--- config.mk ---
export PLATFORM = sky130hd
export DESIGN_NAME = cv32e40p_fetch_queue
export DESIGN_NICKNAME = d
export VERILOG_FILES = /design/src/rtl/cv32e40p_pkg.sv /design/src/rtl/cv32e40p_fetch_queue.sv
export SDC_FILE = /design/constraint.sdc
export NUM_CORES = 1
export LEC_CHECK = 0
export ABC_CLOCK_PERIOD_IN_PS = 1900
export CAP_MARGIN = 15
export CORE_MARGIN = 3
export CORE_UTILIZATION = 46
export DETAILED_ROUTE_END_ITERATION = 8
export GPL_TIMING_DRIVEN = 0
export PLACE_DENSITY = 0.74
export SLEW_MARGIN = 25
export SYNTH_ARGS = -nofsm -noshare
export SYNTH_HDL_FRONTEND = slang
export SYNTH_SLANG_ARGS = --single-unit
--- constraint.sdc ---
create_clock -name clk -period 1.9 [get_ports clk]
set_input_delay 0.38 -clock clk [delete_from_list [all_inputs] [get_ports clk]]
set_output_delay 0.38 -clock clk [all_outputs]
set_load 0.01 [all_outputs]
--- src/rtl/cv32e40p_pkg.sv ---
// Shared types for the CV32E40P fetch path: the fetch queue entry layout,
// its cleared value and a constructor that applies the error-entry rule.
package cv32e40p_pkg;

  typedef struct packed {
    logic [31:0] instr;
    logic [31:0] pc;
    logic        compressed;
    logic        illegal_c;
    logic        err;
  } fetch_entry_t;

  localparam fetch_entry_t FETCH_ENTRY_RST = '{
    instr:      32'h0000_0000,
    pc:         32'h0000_0000,
    compressed: 1'b0,
    illegal_c:  1'b0,
    err:        1'b0
  };

  // Build a queue entry; a faulted fetch keeps only its PC and the error flag
  // so that ID never decodes garbage bits from an aborted bus transfer.
  function automatic fetch_entry_t make_fetch_entry(
    input logic [31:0] instr,
    input logic [31:0] pc,
    input logic        compressed,
    input logic        illegal_c,
    input logic        err
  );
    fetch_entry_t e;
    e.pc = pc;
    if (err) begin
      e.instr      = 32'h0000_0000;
      e.compressed = 1'b0;
      e.illegal_c  = 1'b0;
      e.err        = 1'b1;
    end else begin
      e.instr      = instr;
      e.compressed = compressed;
      e.illegal_c  = illegal_c;
      e.err        = 1'b0;
    end
    return e;
  endfunction

endpackage

--- src/rtl/cv32e40p_fetch_queue.sv ---
// Fetch queue between the aligner/decompressor and ID. A flat circular FIFO of
// fetch_entry_t with flush priority, halt gating of the head and optional
// blocking after a faulted fetch until the next flush.
module cv32e40p_fetch_queue
  import cv32e40p_pkg::*;
#(
  parameter int unsigned DEPTH     = 2,
  parameter bit          ERR_BLOCK = 1'b1
) (
  input  logic                       clk,
  input  logic                       rst_n,
  input  logic                       flush_i,
  input  logic                       halt_i,
  input  logic                       in_valid_i,
  output logic                       in_ready_o,
  input  logic [31:0]                in_instr_i,
  input  logic [31:0]                in_pc_i,
  input  logic                       in_compressed_i,
  input  logic                       in_illegal_c_i,
  input  logic                       in_err_i,
  output logic                       out_valid_o,
  input  logic                       out_ready_i,
  output logic [31:0]                out_instr_o,
  output logic [31:0]                out_pc_o,
  output logic                       out_compressed_o,
  output logic                       out_illegal_c_o,
  output logic                       out_err_o,
  output logic [$clog2(DEPTH):0]     count_o,
  output logic                       busy_o
);

  localparam int unsigned PTR_W = $clog2(DEPTH);
  localparam int unsigned CNT_W = PTR_W + 1;

  fetch_entry_t           mem_r [DEPTH];
  logic [PTR_W-1:0]       rptr_r;
  logic [PTR_W-1:0]       wptr_r;
  logic [CNT_W-1:0]       count_r;
  logic                   blocked_r;

  logic                   push_s;
  logic                   pop_s;
  logic                   not_empty_s;
  logic [CNT_W-1:0]       count_nxt_s;
  logic                   blocked_nxt_s;
  fetch_entry_t           head_s;
  fetch_entry_t           wr_entry_s;

  // Handshake qualifiers; in_ready depends only on registered state.
  always_comb begin
    not_empty_s = (count_r != {CNT_W{1'b0}});
    in_ready_o  = (count_r < CNT_W'(DEPTH)) && !blocked_r;
    out_valid_o = not_empty_s && !halt_i && !flush_i;
    push_s      = in_valid_i && in_ready_o && !flush_i;
    pop_s       = out_valid_o && out_ready_i;
    busy_o      = not_empty_s;
    count_o     = count_r;
  end

  // Head entry drives the ID-side data; storage is cleared on reset so it is never X.
  always_comb begin
    head_s           = mem_r[rptr_r];
    out_instr_o      = head_s.instr;
    out_pc_o         = head_s.pc;
    out_compressed_o = head_s.compressed;
    out_illegal_c_o  = head_s.illegal_c;
    out_err_o        = head_s.err;
  end

  // Entry to be written, with faulted fetches reduced to PC plus error flag.
  always_comb begin
    wr_entry_s = make_fetch_entry(in_instr_i, in_pc_i, in_compressed_i,
                                  in_illegal_c_i, in_err_i);
  end

  // Next occupancy: +1 on push, -1 on pop, unchanged when both or neither.
  always_comb begin
    count_nxt_s = count_r;
    case ({push_s, pop_s})
      2'b10:   count_nxt_s = count_r + CNT_W'(1'b1);
      2'b01:   count_nxt_s = count_r - CNT_W'(1'b1);
      2'b11:   count_nxt_s = count_r;
      2'b00:   count_nxt_s = count_r;
      default: count_nxt_s = count_r;
    endcase
  end

  // Next blocked state: set by an accepted error push when blocking is enabled.
  always_comb begin
    blocked_nxt_s = blocked_r;
    if (!ERR_BLOCK) begin
      blocked_nxt_s = 1'b0;
    end else if (push_s && in_err_i) begin
      blocked_nxt_s = 1'b1;
    end else begin
      blocked_nxt_s = blocked_r;
    end
  end

  // Pointer, occupancy and blocked registers; flush wins over push and pop.
  always_ff @(posedge clk or negedge rst_n) begin
    if (!rst_n) begin
      rptr_r    <= {PTR_W{1'b0}};
      wptr_r    <= {PTR_W{1'b0}};
      count_r   <= {CNT_W{1'b0}};
      blocked_r <= 1'b0;
    end else if (flush_i) begin
      rptr_r    <= {PTR_W{1'b0}};
      wptr_r    <= {PTR_W{1'b0}};
      count_r   <= {CNT_W{1'b0}};
      blocked_r <= 1'b0;
    end else begin
      if (push_s) begin
        wptr_r <= wptr_r + PTR_W'(1'b1);
      end
      if (pop_s) begin
        rptr_r <= rptr_r + PTR_W'(1'b1);
      end
      count_r   <= count_nxt_s;
      blocked_r <= blocked_nxt_s;
    end
  end

  // Entry storage; only a qualified push writes, so flush leaves contents untouched.
  always_ff @(posedge clk or negedge rst_n) begin
    if (!rst_n) begin
      for (int unsigned i = 0; i < DEPTH; i++) begin
        mem_r[PTR_W'(i)] <= FETCH_ENTRY_RST;
      end
    end else if (push_s) begin
      mem_r[wptr_r] <= wr_entry_s;
    end
  end

endmodule
* Word-level counts from Yosys, hierarchy flattened
Cells that the tools add are included.
** Cells by class
- Add/subtract/negate cells :: 4
- $mul :: 0
- Divide/modulo/power cells :: 0
- $lt $le $gt $ge :: 4
- Eq/ne operators :: 4
- Shift-type cells :: 0
- Mux-type cells :: 16
- Bitwise operators :: 2
- Reductions and logical operators :: 17
** Operators with widths (count)
- two-way mux 67 bit :: 4
- bitwise mux 134 bit :: 1
- demux 67 bit (select 1 bit) :: 1
- two-way mux 32 bit :: 1
- logical AND 1 bit :: 8
- nonzero test 2 bit :: 4
- two-way mux 1 bit :: 6
- equality test 2 bit (second input constant) :: 2
- greater-or-equal comparator 2 bit (second input constant) :: 2
- inverter 1 -> 2 bit :: 2
- case mux 2 bit (2 select lines) :: 1
- zero test 1 bit :: 3
- two-way mux 3 bit :: 1
- adder 1 bit (second input constant) :: 2
- adder 2 x 1 -> 2 bit (second input constant) :: 1
- equality test 2 x 1 -> 1 bit (second input constant) :: 1
- zero test 2 bit :: 1
- < comparator 2 x 1 -> 1 bit (second input constant) :: 1
- < comparator 2 bit (second input constant) :: 1
- two-way mux 2 bit :: 1
- inequality test 2 x 1 -> 1 bit (second input constant) :: 1
- OR reduction 2 bit :: 1
- subtractor 2 x 1 -> 2 bit (second input constant) :: 1
** Word-level totals
- Register bits :: 139
- Latch bits :: 0
- Memory bits (writable) :: 0
- ROM bits :: 0
- Bits of input ports :: 73
- Memories kept :: 0

* Logic depth before layout (Yosys ltp)
Gate-level depths: netlist of the first run.
- Depth after elaboration :: 7
- Mapped depth :: 6
- Gate-level depth less buffers :: 6

* Least setup slack after synthesis of the first run
No wires, ideal clock.
- Kind :: input-to-reg
- Start point :: input flush_i
- End point :: register count_r[1], in the netlist count_o[1]
- Library setup time :: 0.077 ns
- Arrival time :: 1.872 ns
- Path slack :: -0.049 ns
- Stages :: 5
- Buffers on the path :: 1
- Path through :: buf_6 or4b_4 ha_1 or3_1 a21oi_1
** Between the ends
- Longest elaborated chain between the ends :: 6
- Elaborated cells between the ends (all ways) :: 12
- Those cells by class :: eq/ne: 4; mux: 2; reduce/logical: 6
** Ends and longest elaborated chain
- start, declared :: line cv32e40p_fetch_queue.sv:12 : input logic flush_i,
- zero test 1 bit :: line cv32e40p_fetch_queue.sv:53, cv32e40p_fetch_queue.sv:54
- logical AND 1 bit :: line cv32e40p_fetch_queue.sv:53 : out_valid_o = not_empty_s && !halt_i && !flush_i;
- logical AND 1 bit :: line cv32e40p_fetch_queue.sv:55 : pop_s = out_valid_o && out_ready_i;
- equality test 2 x 1 -> 1 bit, or another cell as far along :: line cv32e40p_fetch_queue.sv:79 : case ({push_s, pop_s})
- case mux 2 bit (2 select lines) / OR reduction 2 bit (equally long branches)
- two-way mux 2 bit / inequality test 2 x 1 -> 1 bit (equally long branches)
- end signal, assigned :: line cv32e40p_fetch_queue.sv:105 : count_r <= {CNT_W{1'b0}};
- end signal, assigned :: line cv32e40p_fetch_queue.sv:110 : count_r <= {CNT_W{1'b0}};
- end signal, assigned :: line cv32e40p_fetch_queue.sv:119 : count_r <= count_nxt_s;
- end, declared :: line cv32e40p_fetch_queue.sv:38 : logic [CNT_W-1:0] count_r;
Several ways; a longest one is shown, not always the timed one.
A chain may end at the register's enable or synchronous reset.

* Worst setup path in the final report of the first run
- Start point :: register rptr_r
- End point :: output out_instr_o[1]
** Between the ends
- Longest elaborated chain between the ends :: 4
** Ends and longest elaborated chain
- start, declared :: line cv32e40p_fetch_queue.sv:36 : logic [PTR_W-1:0] rptr_r;
- start signal, assigned :: line cv32e40p_fetch_queue.sv:103 : rptr_r <= {PTR_W{1'b0}};
- start signal, assigned :: line cv32e40p_fetch_queue.sv:108 : rptr_r <= {PTR_W{1'b0}};
- start signal, assigned :: line cv32e40p_fetch_queue.sv:117 : rptr_r <= rptr_r + PTR_W'(1'b1);
- inverter 1 -> 2 bit (not written as such) :: line cv32e40p_fetch_queue.sv:62 : head_s = mem_r[rptr_r];
- two-way mux 67 bit (not written as such) (3 in a row) :: line cv32e40p_fetch_queue.sv:62
- end, declared :: line cv32e40p_fetch_queue.sv:23 : output logic [31:0] out_instr_o,
Every way passes these cells. The select of a mux whose other input is x is not followed.

==> impl_metrics.env, run 1 <==
export IMPL_rows=42
export IMPL_ys_warn_count=0
export IMPL_r2r_start="count_o[1]$_DFFE_PN0P_"
export IMPL_min_period_ns=2.00
export IMPL_layout_common_cells="dfrtp_1, mux2_4, mux2_2"
export IMPL_hp_class="in2reg"
export IMPL_slew_viol_final=0
export IMPL_tritoncts="yes"
export IMPL_layout_commonest_cell="dfrtp_1"
export IMPL_peakVddDrop_mv=0.856
export IMPL_insertion_delay_ns=0.41
export IMPL_clock_path_buffers=2
export IMPL_post_route_period_util_pct=105
export IMPL_p_int_mw=8.47
export IMPL_synth_top_area_share_pct=54.1
export IMPL_finClkSkew_ns=0.0103
export IMPL_power_density_nw_per_um2=1160
export IMPL_cts_sinks=139
export IMPL_grt_pass1_vias=4698
export IMPL_routed_wl_um=15800
export IMPL_initial_core_util_pct=47.8
export IMPL_hold_viol=0
export IMPL_htreeDepth=4
export IMPL_chipWidth_um=124
export IMPL_fin_area_sq_um=9790
export IMPL_grt_use_total_pct=20.5
export IMPL_worstRegToRegCells=6
export IMPL_power_mw=11.3
export IMPL_syn_avg_cell_area_sq_um=15.1
export IMPL_place_worst_setup_slack_ns=-0.918
export IMPL_cts_root_buf="clkbuf_16"
export IMPL_reg2reg_slack_ns=-0.06
export IMPL_num_nets_final=694
export IMPL_fmax_mhz=499
export IMPL_syn_area_sq_um=6430
export IMPL_synth_area_leaders="dfrtp_1, mux2_2, mux2_4, nor2b_1, buf_12"
export IMPL_layout_drive_gt1_share_pct=57.3
export IMPL_place_area_sq_um=8130
export IMPL_drtPass1Iterations=6
export IMPL_power_switching_mw=2.86
export IMPL_vias_per_cell=5.14
export IMPL_crit_arrival_ns=1.62
export IMPL_drv_cap=0
export IMPL_failed_checks="negative setup slack"
export IMPL_synth_nets=500
export IMPL_core_area_sq_um=13500
export IMPL_leakage_nw=4.51
export IMPL_p_clk_share_pct=29.4
export IMPL_drtIter0Drc=138
export IMPL_grt_pass1_wl_um=25300
export IMPL_ys_seq_area_share_pct=54.1
export IMPL_area_growth_pct=52.3
export IMPL_synth_cells=426
export IMPL_setup_viol=72
export IMPL_max_slew_margin_rel_pct=57.4
export IMPL_setup_slack_ns=-0.102
export IMPL_clkTransAtPathRegs_ns=0.05
export IMPL_drtAntennaViolNets=0
export IMPL_worstSetupPathType="reg2out"
export IMPL_grt_max_degree=82
export IMPL_end_kind="primary output"
export IMPL_status="complete, but fails checks"
export IMPL_grt_overflow_total=0
export IMPL_power_frac_comb_pct=32.1
export IMPL_yosys_area_top_type="dfrtp_1"
export IMPL_hpwl_um=9600
export IMPL_fillers=897
export IMPL_tns_ns=-5.45
export IMPL_grt_setup_unrepaired="true"
export IMPL_post_drt_wl_per_cell_um=19.6
export IMPL_ys_seq_elements=139
export IMPL_io_buffer_count=143
export IMPL_seqPwrFrac_pct=38.5
export IMPL_synth_cell_types=25
export IMPL_tightest_slew_ns=0.639
export IMPL_n_antenna_cell=0
export IMPL_start_kind="flop"
export IMPL_die_h_um=124
export IMPL_path_max_fanout=6
export IMPL_place_congestion=0.747
export IMPL_worstPathRequired_ns=1.52
export IMPL_crit_path_end="out_instr_o[1]"
export IMPL_r2r_end="mem_r[72]$_DFFE_PN0P_"
export IMPL_vias=4159
export IMPL_die_area_sq_um=15400
export IMPL_startpoint="rptr_r$_DFFE_PN0P_"
export IMPL_fin_util_pct=72.8
export IMPL_cts_buffers=17
export IMPL_io_pins=145
export IMPL_drcViolationCount=0
export IMPL_antenna_found_initial=0
export IMPL_p_sw_share_pct=25.3
[layout make-up]
type                            count  area, sq um  area share, %
Buffer                             24          338           3.45
Clock buffer                       26          519           5.30
Clock inverter                      6         82.6          0.844
Inverter                            3         11.3          0.115
Multi-Input combinational cell    258         3120           31.9
Sequential cell                   139         3480           35.6
Tap cell                          176          220           2.25
Timing Repair Buffer              177         2010           20.6
[layer usage]
metal	track usage, %	vias to the layer above	wire (um)	part of all wire [%]
li1	-	1894	-	-
met1	27.0	2154	7130	45
met2	33.0	106	7750	49
met3	7.47	5	918	5.8
met4	4.26	0	45	0.28
met5	0	-	0	0
[state kept, by name, summed over array words and instances (netlist names)]
signal,cells
blocked_r,1
rptr_r,1
mem_r,134
wptr_r,1
count_o,2
[cell families (layout without fill, tap and decap cells)]
family | Yosys count | in the layout | synth area share, %
simple gates | 47 | 47 | 4.71
mux | 201 | 201 | 37.0
fa+ha+maj | 1 | 1 | 0.195
compound gates | 6 | 6 | 0.526
buf+inv | 29 | 236 | 3.08
xor+xnor | 3 | 3 | 0.409
flops | 139 | 139 | 54.1
[critical path, cell delays in order, from the launching register on]
cell	delay [ns]
dfrtp_2	0.45
buf_12	0.17
clkbuf_16	0.16
mux2_4	0.31
buf_6	0.12
[Yosys cell counts]
library cell and n:
a31oi_1 1, nor3b_1 1, xor2_1 1, or4b_4 1
xnor2_1 2, dfrtp_1 139, ha_1 1, o21ai_0 2
buf_1 5, clkbuf_1 9, nor2_8 1, nand4b_1 1
o21bai_1 1, buf_6 1, or3_1 2, inv_1 3
buf_4 3, nor3_1 1, nor2b_1 34, mux2_4 30
buf_12 4, mux2_2 171, buf_2 4, nor2_1 6
a21oi_1 2
[power by group through the flow]
stage	combinational (mW)	clock, mW	sequential [mW]
global route	3.88	3.53	4.48
global placement	2.90	0	4.27
finish	3.64	3.33	4.36
floorplan	1.74	0	4.19
detailed placement	2.98	0	4.35
CTS	3.47	3.39	4.33
[worst min-delay path by stage]
stage,slack [ns],depth (start not counted),start,endpoint
finish,0.17,2,flush_i,count_o[1]$_DFFE_PN0P_
CTS,0.15,2,flush_i,count_o[1]$_DFFE_PN0P_
detailed placement,0.41,1,rst_n,mem_r[54]$_DFFE_PN0P_
global route,0.16,2,flush_i,count_o[1]$_DFFE_PN0P_
floorplan,0.08,0,rst_n,blocked_r$_DFFE_PN0P_
global placement,0.48,1,mem_r[42]$_DFFE_PN0P_,mem_r[42]$_DFFE_PN0P_
[metrics by stage]
step           hold slack (ns)  std cells
2_1_floorplan           0.0844        426
3_3_place_gp             0.481        745
3_5_place_dp             0.413        746
4_1_cts                  0.147        811
5_1_grt                  0.161        809
6_report                 0.169        809
[repair_timing]
item | in CTS | in global routing
setup buffers | 24 | 0
setup endpoints to repair | 163 | 158
endpoints found under the hold margin | 80 | 0
hold buffers | 1 | 0
pin swaps | 5 | 4
gates resized for setup | 449 | 64
gates cloned | 9 | 3
Power figures use the tool's default switching activity.
==> run 2, diff against run 1 <==
--- a/config.mk
+++ b/config.mk
@@ -5,13 +5,15 @@
 export SDC_FILE = /design/constraint.sdc
 export NUM_CORES = 1
 export LEC_CHECK = 0
-export ABC_CLOCK_PERIOD_IN_PS = 1900
+export ABC_CLOCK_PERIOD_IN_PS = 1990
 export CAP_MARGIN = 15
 export CORE_MARGIN = 3
-export CORE_UTILIZATION = 46
+export CORE_UTILIZATION = 51
 export DETAILED_ROUTE_END_ITERATION = 8
 export GPL_TIMING_DRIVEN = 0
-export PLACE_DENSITY = 0.74
+export PLACE_DENSITY = 0.78
+export SETUP_SLACK_MARGIN = 0.15
+export SKIP_CTS_REPAIR_TIMING = 1
 export SLEW_MARGIN = 25
 export SYNTH_ARGS = -nofsm -noshare
 export SYNTH_HDL_FRONTEND = slang
==> constraint.sdc (replaced) <==
create_clock -name clk -period 1.99 [get_ports clk]
set_input_delay 0.398 -clock clk [delete_from_list [all_inputs] [get_ports clk]]
set_output_delay 0.398 -clock clk [all_outputs]
set_load 0.01 [all_outputs]
==> impl_metrics.env, run 2 (synthesis gave the netlist of run 1 again) <==
export IMPL_worstSetupPathType="reg2out"
export IMPL_r2r_end="mem_r[114]$_DFFE_PN0P_"
export IMPL_grt_pass1_wl_um=22900
export IMPL_post_drt_wl_per_cell_um=19.1
export IMPL_r2r_start="blocked_r$_DFFE_PN0P_"
export IMPL_io_buffer_count=143
export IMPL_insertion_delay_ns=0.41
export IMPL_setup_viol=54
export IMPL_htreeDepth=4
export IMPL_grt_overflow_total=0
export IMPL_grt_setup_unrepaired="true"
export IMPL_crit_arrival_ns=1.70
export IMPL_vias=4198
export IMPL_hold_viol=0
export IMPL_num_nets_final=702
export IMPL_tns_ns=-3.09
export IMPL_reg2reg_slack_ns=0.04
export IMPL_path_max_fanout=10
export IMPL_p_int_mw=7.60
export IMPL_finClkSkew_ns=0.00458
export IMPL_area_growth_pct=45.5
export IMPL_chipWidth_um=118
export IMPL_p_clk_share_pct=30.8
export IMPL_end_kind="primary output"
export IMPL_leakage_nw=4.40
export IMPL_place_inst=738
export IMPL_status="complete, but fails checks"
export IMPL_slew_viol_final=0
export IMPL_hold_slack_ns=0.167
export IMPL_fin_cells=810
export IMPL_grt_use_total_pct=20.7
export IMPL_worstPathRequired_ns=1.59
export IMPL_largest_reg_flops=134
export IMPL_layout_common_cells="dfrtp_1, mux2_2, mux2_4"
export IMPL_failed_checks="negative setup slack"
export IMPL_min_delay_path_depth=2
export IMPL_routed_wl_um=15500
export IMPL_cts_root_buf="clkbuf_16"
export IMPL_top_register="mem_r"
export IMPL_whs_endpoint="count_o[1]$_DFFE_PN0P_"
export IMPL_antenna_found_initial=1
export IMPL_fin_area_sq_um=9350
export IMPL_io_pins=145
export IMPL_tightest_slew_ns=0.500
export IMPL_initial_core_util_pct=52.8
export IMPL_clkTransAtPathRegs_ns=0.06
export IMPL_vias_per_cell=5.18
export IMPL_drtIter0Drc=150
export IMPL_place_worst_setup_slack_ns=-0.844
export IMPL_p_sw_share_pct=25.6
export IMPL_cts_sinks=139
export IMPL_drtAntennaViolNets=0
export IMPL_layout_drive_gt1_share_pct=58.0
export IMPL_drv_cap=0
export IMPL_die_area_sq_um=14000
export IMPL_max_slew_margin_rel_pct=66.5
export IMPL_post_route_period_util_pct=105
export IMPL_rows=40
export IMPL_peakVddDrop_mv=0.786
export IMPL_grt_pass1_vias=4506
export IMPL_core_area_sq_um=12200
export IMPL_tritoncts="yes"
export IMPL_place_congestion=0.742
export IMPL_hp_class="in2reg"
export IMPL_grt_max_degree=86
export IMPL_clock_path_buffers=2
export IMPL_drtPass1Iterations=6
export IMPL_fmax_mhz=477
export IMPL_start_kind="flop"
export IMPL_die_h_um=118
export IMPL_min_period_ns=2.10
export IMPL_hold_start="flush_i"
export IMPL_drcViolationCount=0
export IMPL_place_area_sq_um=8120
export IMPL_hpwl_um=9530
export IMPL_layout_commonest_cell="dfrtp_1"
export IMPL_cts_buffers=17
export IMPL_worstRegToRegCells=5
export IMPL_power_switching_mw=2.62
export IMPL_power_density_nw_per_um2=1090
export IMPL_setup_slack_ns=-0.106
export IMPL_power_frac_comb_pct=28.6
export IMPL_seqPwrFrac_pct=40.6
[run 2: cell types whose count changed in the layout (fill, tap and decap cells not counted), moves of 16 or more]
cell,before,now
buf_6,78,22
clkbuf_2,3,50
mux2_2,82,127
mux2_4,119,74
buf_4,9,25
[run 2: how the worst max path moves through the flow]
stage	start	end	depth (start not counted)
after CTS	rptr_r$_DFFE_PN0P_	out_instr_o[22]	5
after global placement	rst_n	count_o[1]$_DFFE_PN0P_	1
after floorplan	flush_i	mem_r[107]$_DFFE_PN0P_	6
final	rptr_r$_DFFE_PN0P_	out_instr_o[27]	5
after global routing	rptr_r$_DFFE_PN0P_	out_instr_o[27]	5
after detailed placement	rptr_r$_DFFE_PN0P_	out_instr_o[24]	5
[run 2: cell type report]
| class | count | area [sq um] |
|---|---|---|
| timing repair buffer | 183 | 1730 |
| tap | 168 | 210 |
| buffer | 26 | 365 |
| antenna | 1 | 2.50 |
| fill | 771 | 2810 |
| inverter | 3 | 11.3 |
| clock inverter | 7 | 85.1 |
| multi-input combinational | 258 | 2950 |
| clock buffer | 25 | 515 |
| sequential | 139 | 3480 |
[run 2: stage by stage]
stage	power [mW]	util, %
floorplan	5.66	-
global placement	6.84	66.5
detailed placement	6.98	66.8
CTS	10.2	71.7
global route	10.7	76.9
finish	10.2	76.9
[run 2: per-layer routing]
| metal | up-vias | track usage (%) | share of wire (%) |
|---|---|---|---|
| li1 | 1914 | - | - |
| met1 | 2149 | 26.0 | 44 |
| met2 | 120 | 33.0 | 49 |
| met3 | 15 | 8.56 | 6.6 |
| met4 | 0 | 5.93 | 0.88 |
| met5 | - | 0 | 0 |
[run 2: worst max-delay path, cell delays in order (launching register included)]
cell       delay (ns)
dfrtp_1          0.36
buf_8            0.15
buf_12           0.14
clkbuf_16        0.15
mux2_2           0.34
clkbuf_2         0.13
[run 2: power groups by stage]
stage               Clock, mW  Sequential, mW  Combinational (mW)
floorplan                   0            4.00                1.66
global placement            0            4.07                2.77
detailed placement          0            4.15                2.83
CTS                      3.21            4.11                2.86
global route             3.35            4.25                3.13
finish                   3.15            4.14                2.92
